===== config.mk =====
export PLATFORM = sky130hd
export DESIGN_NAME = mem_access_stage
export DESIGN_NICKNAME = d
export VERILOG_FILES = /design/src/rtl/mem_access_stage.sv
export SDC_FILE = /design/constraint.sdc
export NUM_CORES = 1
export LEC_CHECK = 0
export ABC_AREA = 1
export CAP_MARGIN = 0
export CORE_ASPECT_RATIO = 1.4
export CORE_MARGIN = 1
export CORE_UTILIZATION = 46
export DETAILED_ROUTE_END_ITERATION = 16
export PLACE_DENSITY = 0.88
export RECOVER_POWER = 100
export SETUP_SLACK_MARGIN = 0.2
export SYNTH_ARGS = -nofsm -noshare
export SYNTH_HDL_FRONTEND = slang
export SYNTH_SLANG_ARGS = --single-unit

===== constraint.sdc =====
create_clock -name clk -period 2.1 [get_ports clk]
set_input_delay 0.42 -clock clk [delete_from_list [all_inputs] [get_ports clk]]
set_output_delay 0.42 -clock clk [all_outputs]
set_load 0.02 [all_outputs]

===== src/rtl/mem_access_stage.sv =====
// RV32I memory stage: runs one load/store at a time on a req/gnt/rvalid port,
// formats byte lanes, extends loads, flags misalignment and bus timeouts.
module mem_access_stage #(
    parameter int unsigned MAX_WAIT = 16
) (
    input  logic        clk,
    input  logic        rst,
    input  logic        valid_in,
    input  logic [31:0] alu_res,
    input  logic [31:0] mem_data,
    input  logic        mem_read,
    input  logic        mem_write,
    input  logic [2:0]  funct3,
    input  logic [4:0]  rd_in,
    output logic        stall,
    output logic        dmem_req,
    output logic        dmem_we,
    output logic [31:0] dmem_addr,
    output logic [3:0]  dmem_be,
    output logic [31:0] dmem_wdata,
    input  logic        dmem_gnt,
    input  logic        dmem_rvalid,
    input  logic [31:0] dmem_rdata,
    output logic        wb_valid,
    output logic [31:0] wb_data,
    output logic [4:0]  wb_rd,
    output logic        mem_exc,
    output logic        bus_err
);

    localparam int unsigned CNT_W = 8;
    localparam logic [CNT_W-1:0] LAST_CNT = CNT_W'(MAX_WAIT - 1);

    typedef enum logic [1:0] {
        ST_IDLE = 2'd0,
        ST_REQ  = 2'd1,
        ST_WAIT = 2'd2
    } state_t;

    state_t            state_q, state_d;
    logic [CNT_W-1:0]  cnt_q, cnt_d;
    logic              we_q, we_d;
    logic [31:0]       addr_q, addr_d;
    logic [1:0]        off_q, off_d;
    logic [3:0]        be_q, be_d;
    logic [31:0]       wdata_q, wdata_d;
    logic [2:0]        f3_q, f3_d;
    logic [4:0]        rd_q, rd_d;
    logic              stall_q, stall_d;
    logic              req_q, req_d;
    logic              wb_valid_q, wb_valid_d;
    logic [31:0]       wb_data_q, wb_data_d;
    logic [4:0]        wb_rd_q, wb_rd_d;
    logic              mem_exc_q, mem_exc_d;
    logic              bus_err_q, bus_err_d;

    logic              op_legal;
    logic [31:0]       rd_lane;
    logic [31:0]       load_val;

    function automatic logic [3:0] lane_be(input logic [2:0] f3, input logic [1:0] off);
        case (f3[1:0])
            2'b00:   lane_be = 4'(4'b0001 << off);
            2'b01:   lane_be = 4'(4'b0011 << off);
            default: lane_be = 4'b1111;
        endcase
    endfunction

    function automatic logic [31:0] store_fmt(input logic [2:0] f3, input logic [31:0] d);
        case (f3[1:0])
            2'b00:   store_fmt = {4{d[7:0]}};
            2'b01:   store_fmt = {2{d[15:0]}};
            default: store_fmt = d;
        endcase
    endfunction

    // Misalignment, unsupported size codes and read+write together are all rejected.
    always_comb begin
        op_legal = 1'b0;
        if (!(mem_read && mem_write)) begin
            case (funct3)
                3'b000:  op_legal = 1'b1;
                3'b001:  op_legal = !alu_res[0];
                3'b010:  op_legal = (alu_res[1:0] == 2'b00);
                3'b100:  op_legal = mem_read;
                3'b101:  op_legal = mem_read && !alu_res[0];
                default: op_legal = 1'b0;
            endcase
        end
    end

    // Select the addressed lane of the returned word and extend it.
    always_comb begin
        rd_lane = dmem_rdata >> {off_q, 3'b000};
        case (f3_q)
            3'b000:  load_val = {{24{rd_lane[7]}}, rd_lane[7:0]};
            3'b100:  load_val = {24'd0, rd_lane[7:0]};
            3'b001:  load_val = {{16{rd_lane[15]}}, rd_lane[15:0]};
            3'b101:  load_val = {16'd0, rd_lane[15:0]};
            default: load_val = rd_lane;
        endcase
    end

    always_comb begin
        state_d    = state_q;
        cnt_d      = cnt_q;
        we_d       = we_q;
        addr_d     = addr_q;
        off_d      = off_q;
        be_d       = be_q;
        wdata_d    = wdata_q;
        f3_d       = f3_q;
        rd_d       = rd_q;
        wb_valid_d = 1'b0;
        wb_data_d  = wb_data_q;
        wb_rd_d    = wb_rd_q;
        mem_exc_d  = 1'b0;
        bus_err_d  = 1'b0;

        case (state_q)
            ST_IDLE: begin
                if (valid_in) begin
                    if (!mem_read && !mem_write) begin
                        wb_valid_d = 1'b1;
                        wb_data_d  = alu_res;
                        wb_rd_d    = rd_in;
                    end else if (!op_legal) begin
                        mem_exc_d = 1'b1;
                    end else begin
                        state_d = ST_REQ;
                        cnt_d   = '0;
                        we_d    = mem_write;
                        addr_d  = {alu_res[31:2], 2'b00};
                        off_d   = alu_res[1:0];
                        be_d    = lane_be(funct3, alu_res[1:0]);
                        wdata_d = mem_write ? store_fmt(funct3, mem_data) : 32'd0;
                        f3_d    = funct3;
                        rd_d    = rd_in;
                    end
                end
            end
            ST_REQ: begin
                cnt_d = cnt_q + CNT_W'(1);
                if (dmem_gnt && we_q) begin
                    state_d = ST_IDLE;
                end else if (cnt_q == LAST_CNT) begin
                    state_d   = ST_IDLE;
                    bus_err_d = 1'b1;
                end else if (dmem_gnt) begin
                    state_d = ST_WAIT;
                end
            end
            ST_WAIT: begin
                cnt_d = cnt_q + CNT_W'(1);
                if (dmem_rvalid) begin
                    state_d    = ST_IDLE;
                    wb_valid_d = 1'b1;
                    wb_data_d  = load_val;
                    wb_rd_d    = rd_q;
                end else if (cnt_q == LAST_CNT) begin
                    state_d   = ST_IDLE;
                    bus_err_d = 1'b1;
                end
            end
            default: state_d = ST_IDLE;
        endcase

        stall_d = (state_d != ST_IDLE);
        req_d   = (state_d == ST_REQ);
    end

    always_ff @(posedge clk or negedge rst) begin
        if (!rst) begin
            state_q    <= ST_IDLE;
            cnt_q      <= '0;
            we_q       <= 1'b0;
            addr_q     <= '0;
            off_q      <= '0;
            be_q       <= '0;
            wdata_q    <= '0;
            f3_q       <= '0;
            rd_q       <= '0;
            stall_q    <= 1'b0;
            req_q      <= 1'b0;
            wb_valid_q <= 1'b0;
            wb_data_q  <= '0;
            wb_rd_q    <= '0;
            mem_exc_q  <= 1'b0;
            bus_err_q  <= 1'b0;
        end else begin
            state_q    <= state_d;
            cnt_q      <= cnt_d;
            we_q       <= we_d;
            addr_q     <= addr_d;
            off_q      <= off_d;
            be_q       <= be_d;
            wdata_q    <= wdata_d;
            f3_q       <= f3_d;
            rd_q       <= rd_d;
            stall_q    <= stall_d;
            req_q      <= req_d;
            wb_valid_q <= wb_valid_d;
            wb_data_q  <= wb_data_d;
            wb_rd_q    <= wb_rd_d;
            mem_exc_q  <= mem_exc_d;
            bus_err_q  <= bus_err_d;
        end
    end

    assign stall      = stall_q;
    assign dmem_req   = req_q;
    assign dmem_we    = we_q;
    assign dmem_addr  = addr_q;
    assign dmem_be    = be_q;
    assign dmem_wdata = wdata_q;
    assign wb_valid   = wb_valid_q;
    assign wb_data    = wb_data_q;
    assign wb_rd      = wb_rd_q;
    assign mem_exc    = mem_exc_q;
    assign bus_err    = bus_err_q;

endmodule


Word level (Yosys, flattened, before mapping)
Index checks and enable logic that the tools add are counted.
{"block": "totals", "register_bits": 129, "latchBits": 0, "mem_bits_rw": 0, "romBits": 0, "output_inout_bits": 111, "elab_cells": 96, "n_memories": 0}
{"block": "classes", "add_sub_neg": 1, "multipliers": 0, "n_div": 0, "n_lt_le_gt_ge": 0, "n_eq_ne": 17, "shift": 3, "muxes": 39, "n_bitwise": 1, "n_reduce_logical": 19}
{"operator": "$mux 32", "n": 4}
{"operator": "$pmux 32 s2", "n": 2}
{"operator": "$pmux 32 s4", "n": 1}
{"operator": "$shr 32x5->32", "n": 1}
{"operator": "$mux 8", "n": 3}
{"operator": "$mux 2", "n": 8}
{"operator": "$pmux 8 s2", "n": 1}
{"operator": "$mux 5", "n": 3}
{"operator": "$eq 3x3->1 const B", "n": 4}
{"operator": "$reduce_and 4->1", "n": 3}
{"operator": "$mux 1", "n": 11}
{"operator": "$ne 2x2->1 const B", "n": 5}
{"operator": "$pmux 5 s2", "n": 1}
{"operator": "$add 8x1->8 const B", "n": 1}
{"operator": "$eq 8x4->1 const B", "n": 1}
{"operator": "$pmux 4 s2", "n": 1}
{"operator": "$eq 2x1->1 const B", "n": 3}
{"operator": "$eq 3x1->1 const B", "n": 2}
{"operator": "$logic_not 2->1", "n": 3}
{"operator": "$logic_not 3->1", "n": 2}
{"operator": "$pmux 2 s3", "n": 1}
{"operator": "$reduce_bool 2->1", "n": 3}
{"operator": "$pmux 1 s5", "n": 1}
{"operator": "$logic_and 1x1->1", "n": 4}
{"operator": "other kinds (8)", "n": 11}

Longest topological paths before layout
Gate-level depths: netlist of run 1.
{"block": "logic_depth", "ltp_word": 9, "depth_mapped": 12}

Least setup slack after synthesis of run 1
OpenSTA, ideal clock, no wires.
{"block": "synth_timing", "path_type": "register to register", "start": "reg state_q[0]", "end": "reg wb_data_q[2] (netlist: wb_data[2])", "setup_ns": 0.124, "arrival_time_ns": 1.490, "required_time_ns": 1.976, "path_slack_ns": 0.485, "stages_incl_launch_ff": 11, "path_buffers": 3, "synth_period_minus_slack_ns": 1.615, "cell_sequence": "dfrtp_1 -> inv_1 -> ha_1 -> clkbuf_1 -> nand2_1 -> nand2_1 -> nand2_1 -> buf_6 -> buf_6 -> a21oi_1 -> a21oi_1"}
{"block": "synth_between", "elab_chain_len": 3}
{"element": "start: declaration", "line": "40", "text": "state_t state_q, state_d;"}
{"element": "start signal: assignment", "line": "191", "text": "state_q <= state_d;"}
{"element": "$eq 2x2->1 or $logic_not 2->1 (tied branches)", "line": "120", "text": "case (state_q)"}
{"element": "$ne 2x2->1 (no line) or $reduce_bool 2->1 (tied branches)"}
{"element": "$reduce_and 4->1 (no line)"}
{"element": "end signal: assignment", "line": "203", "text": "wb_data_q <= wb_data_d;"}
{"element": "end: declaration", "line": "52", "text": "logic [31:0] wb_data_q, wb_data_d;"}
Several ways; a longest one is shown, not always the timed one.
A chain may end at the register's enable or synchronous reset.

Worst setup path after layout of run 1
{"block": "layout_timing", "start": "reg we_q (netlist: dmem_we)", "end": "out dmem_we"}
{"element": "start: declaration", "line": "42", "text": "logic we_q, we_d;"}
{"element": "start signal: assignment", "line": "193", "text": "we_q <= we_d;"}
{"element": "end: declaration", "line": "17", "text": "output logic dmem_we,"}
No word-level cell between the ends.

==> flow_metrics.py, run 1 <==
metrics = {
    "outcome": {
        "outcome": "finished, final reports clean",
    },
    "route": {
        "vias": 6850,
        "vias_per_cell": 5.26,
        "drt_iter0_drc": 381,
        "ant_nets": 0,
        "totalWireLength_mm": 20.5,
        "drc": 0,
        "firstDrtPassIters": 5,
        "wl_per_cell_um": 15.7,
    },
    "hold_path": {
        "hold_path.class": "reg2reg",
        "hold_depth": 2,
    },
    "worst_setup_path": {
        "crit_arrival_ps": 1490,
        "worst-r2r-setup-slack_ps": 250,
        "worstPathRequired_ps": 1680,
        "cp_cell_sequence": "dlygate4sd3_1",
        "slowest_stage": "dlygate4sd3_1",
        "regToRegEndpoint": "wb_data[26]",
        "critPathKind": "reg2out",
        "start_kind": "flop",
        "rr_worst_depth": 10,
        "worst_setup_path_end_kind": "primary output",
        "worstSetupEndpoint": "dmem_we",
        "max_stage_delay_ps": 700,
        "rr_startpoint": "state_q[0]",
        "path_delay_family": "buffers and inverters",
        "worstPathMaxFanout": 3,
        "cp.depth": 1,
        "setup.worst_path.start": "dmem_we",
        "crit_buf_inv": 1,
    },
    "global_routing": {
        "top_usage_layer": "met2",
        "globalRouteTotalUtil_pct": 27.6,
        "met2_usage_pct": 48.5,
        "grt_pass1_wl_mm": 32.2,
        "grt_overflow": 0,
        "grt_pass1_vias": 6654,
        "grt_max_degree": 57,
        "antenna_found_initial": 0,
        "grt_use_met1_pct": 30.8,
        "grt_util_met3_pct": 5.59,
    },
    "floorplanning": {
        "dieArea_sq_mm": 0.0149,
        "coreArea_sq_mm": 0.0140,
        "start_util_pct": 47.5,
        "fp-row-count": 51,
        "io_pins": 222,
        "fp.dieW_um": 104,
        "die_h_um": 144,
    },
    "logic_synthesis": {
        "syn_avg_cell_area_sq_um": 7.53,
        "netlist.area_leader.share_pct": 48.6,
        "synth_edf_count": 0,
        "ys_ff_latch": 129,
        "synth_commonest_cells": "352 x nand2_1, 129 x dfrtp_1, 66 x inv_1",
        "synthesis.area_sq_mm": 0.00664,
        "yosysUniqueCellTypes": 32,
        "synth_cells": 882,
        "synth.most_common_cell": "nand2_1",
        "synth_ff_type": "dfrtp_1",
        "yosysTopAreaCell": "dfrtp_1",
        "synth-async-reset-ratio_pct": 100,
        "yosysSeqAreaShare_pct": 48.6,
        "ys_top_cells_by_area": "dfrtp_1 49%, nand2_1 20%, a21oi_1 4.4%",
        "ys_warn_count": 0,
    },
    "clock_network": {
        "cts-htree-levels": 4,
        "cts_root_buf": "clkbuf_16",
        "cts_setup_buffers": 0,
        "cts_tree": "done",
        "cts_buffer_depth": 2,
        "cts_sinks": 129,
        "clk_latency_ps": 410,
        "cts-buffers-inserted": 17,
        "cts.clk_slew.worst_paths_ps": 60,
    },
    "layout": {
        "postLayoutCellArea_sq_mm": 0.00980,
        "fill_cells": 1033,
        "antenna_cells": 0,
        "drive_gt1_share_pct": 7.60,
        "fin_nets": 1221,
        "syn_to_final_growth_pct": 47.6,
    },
    "placement": {
        "io_buffers": 219,
        "finalWeightedCongestion": 0.962,
        "hpwl_mm": 14.7,
        "placedInstanceArea_sq_mm": 0.00913,
    },
    "timing": {
        "period_needed_ps": 1910,
        "setup_violations": 0,
        "rsz0062_at_grt": "no",
        "fin_crit_sh_pct": 90.9,
        "skew_ps": 8.00,
        "slew_headroom_pct": 21.2,
        "hold_violations": 0,
        "worst_pin_slew_ps": 1180,
        "setup_tns_ps": 0,
        "slew_viol_final": 0,
        "fmax_mhz": 524,
    },
    "job": {
        "max-cap-violations": 0,
    },
    "pwr": {
        "irDropWorstVdd_mv": 0.618,
        "powerDensity_mw_per_mm2": 1400,
        "p_leak_nw": 4.93,
    },
}
cell usage in the layout (no fill, tap or decap), drive strengths merged, types with 2 or more instances in the layout:
master,count
nand4,3
nor2,44
conb,2
a31oi,6
dlygate4sd3,110
o2111ai,8
dfrtp,129
or2,8
inv,75
clkbuf,28
buf,28
nand3,51
o211ai,15
o21ai,61
ha,5
o211a,7
a21oi,60
clkinv,2
bufinv,4
clkinvlp,2
clkdlybuf4s50,108
nor3,2
xor2,4
nand2,353
metal layers:
layer	part of all wire, %	routed length (um)
met4	5.4	1110
met1	37	7570
met3	6.4	1320
met2	51	10500
met5	0	0
tightest hold or removal path: stages, from the launching register on:
cell,delay [ps]
dfrtp_1,330
nand2_1,50
nand2_1,60
where the power goes:
group	internal [mW]	switching, mW	leakage, nW
clock network	2.09	1.11	0.311
logic	2.52	3.75	2.99
registers	3.57	0.645	1.63
total	8.18	5.51	4.93
state kept, by name, indices dropped and copies added, names as in the netlist, 2 cells and up:
name        flops
cnt_q           8
rd_q            5
off_q           2
wb_data        32
dmem_wdata     32
state_q         2
f3_q            3
wb_rd           5
dmem_be         4
dmem_addr      30
through the flow:
stage                     power, mW  setup slack (ps)  instances  hold slack [ps]  utilization, %
after floorplan                7.77               485        883              124               -
after global placement         10.6              59.2       1269              375            65.3
after detailed placement       10.8              9.42       1269              379            65.3
after CTS                      14.1               203       1302              481            70.0
after global routing           14.5               118       1303              499            70.1
final                          13.7               192       1303              472            70.1
worst min-delay path by stage:
stage | start | endpoint | slack (ps)
4_1_cts | dmem_addr[4] | dmem_addr[4] | 480
3_5_place_dp | rst | wb_data[11] | 380
2_1_floorplan | rst | bus_err | 120
5_1_grt | wb_data[31] | wb_data[31] | 500
3_3_place_gp | rst | wb_data[11] | 380
6_report | dmem_addr[4] | dmem_addr[4] | 470
logic make-up after synthesis:
family	count (synthesis)	synth area share, %
simple gates	461	27.7
compound gates	160	14.0
flops	129	48.6
buf+inv	122	8.18
fa+ha+maj	5	0.942
xor+xnor	4	0.527
other cells	1	0.0565
cell type report:
cell class	count	area, sq um	share of cell area [%]
clock inverters	11	175	1.79
flip-flops and latches	129	3230	33.0
repair buffers	253	2530	25.8
multi-input cells	632	2890	29.5
clock buffers	21	470	4.80
inverters	72	270	2.76
well taps	185	231	2.36
what timing repair did:
action,4_1_cts,5_1_grt
hold buffers,1,0
endpoints found under the hold margin,42,0
endpoints found under the setup margin,3,38
gates cloned,0,1
pin swaps,0,0
gates resized for setup,1,6
No activity file was read; power rests on OpenSTA's default activity.
==> run 2, diff against run 1 <==
HOLD_SLACK_MARGIN = 0.06   (was default)
==> results of run 2 <==
Same layout as run 1: the final DEF is identical, and so are final timing and power.
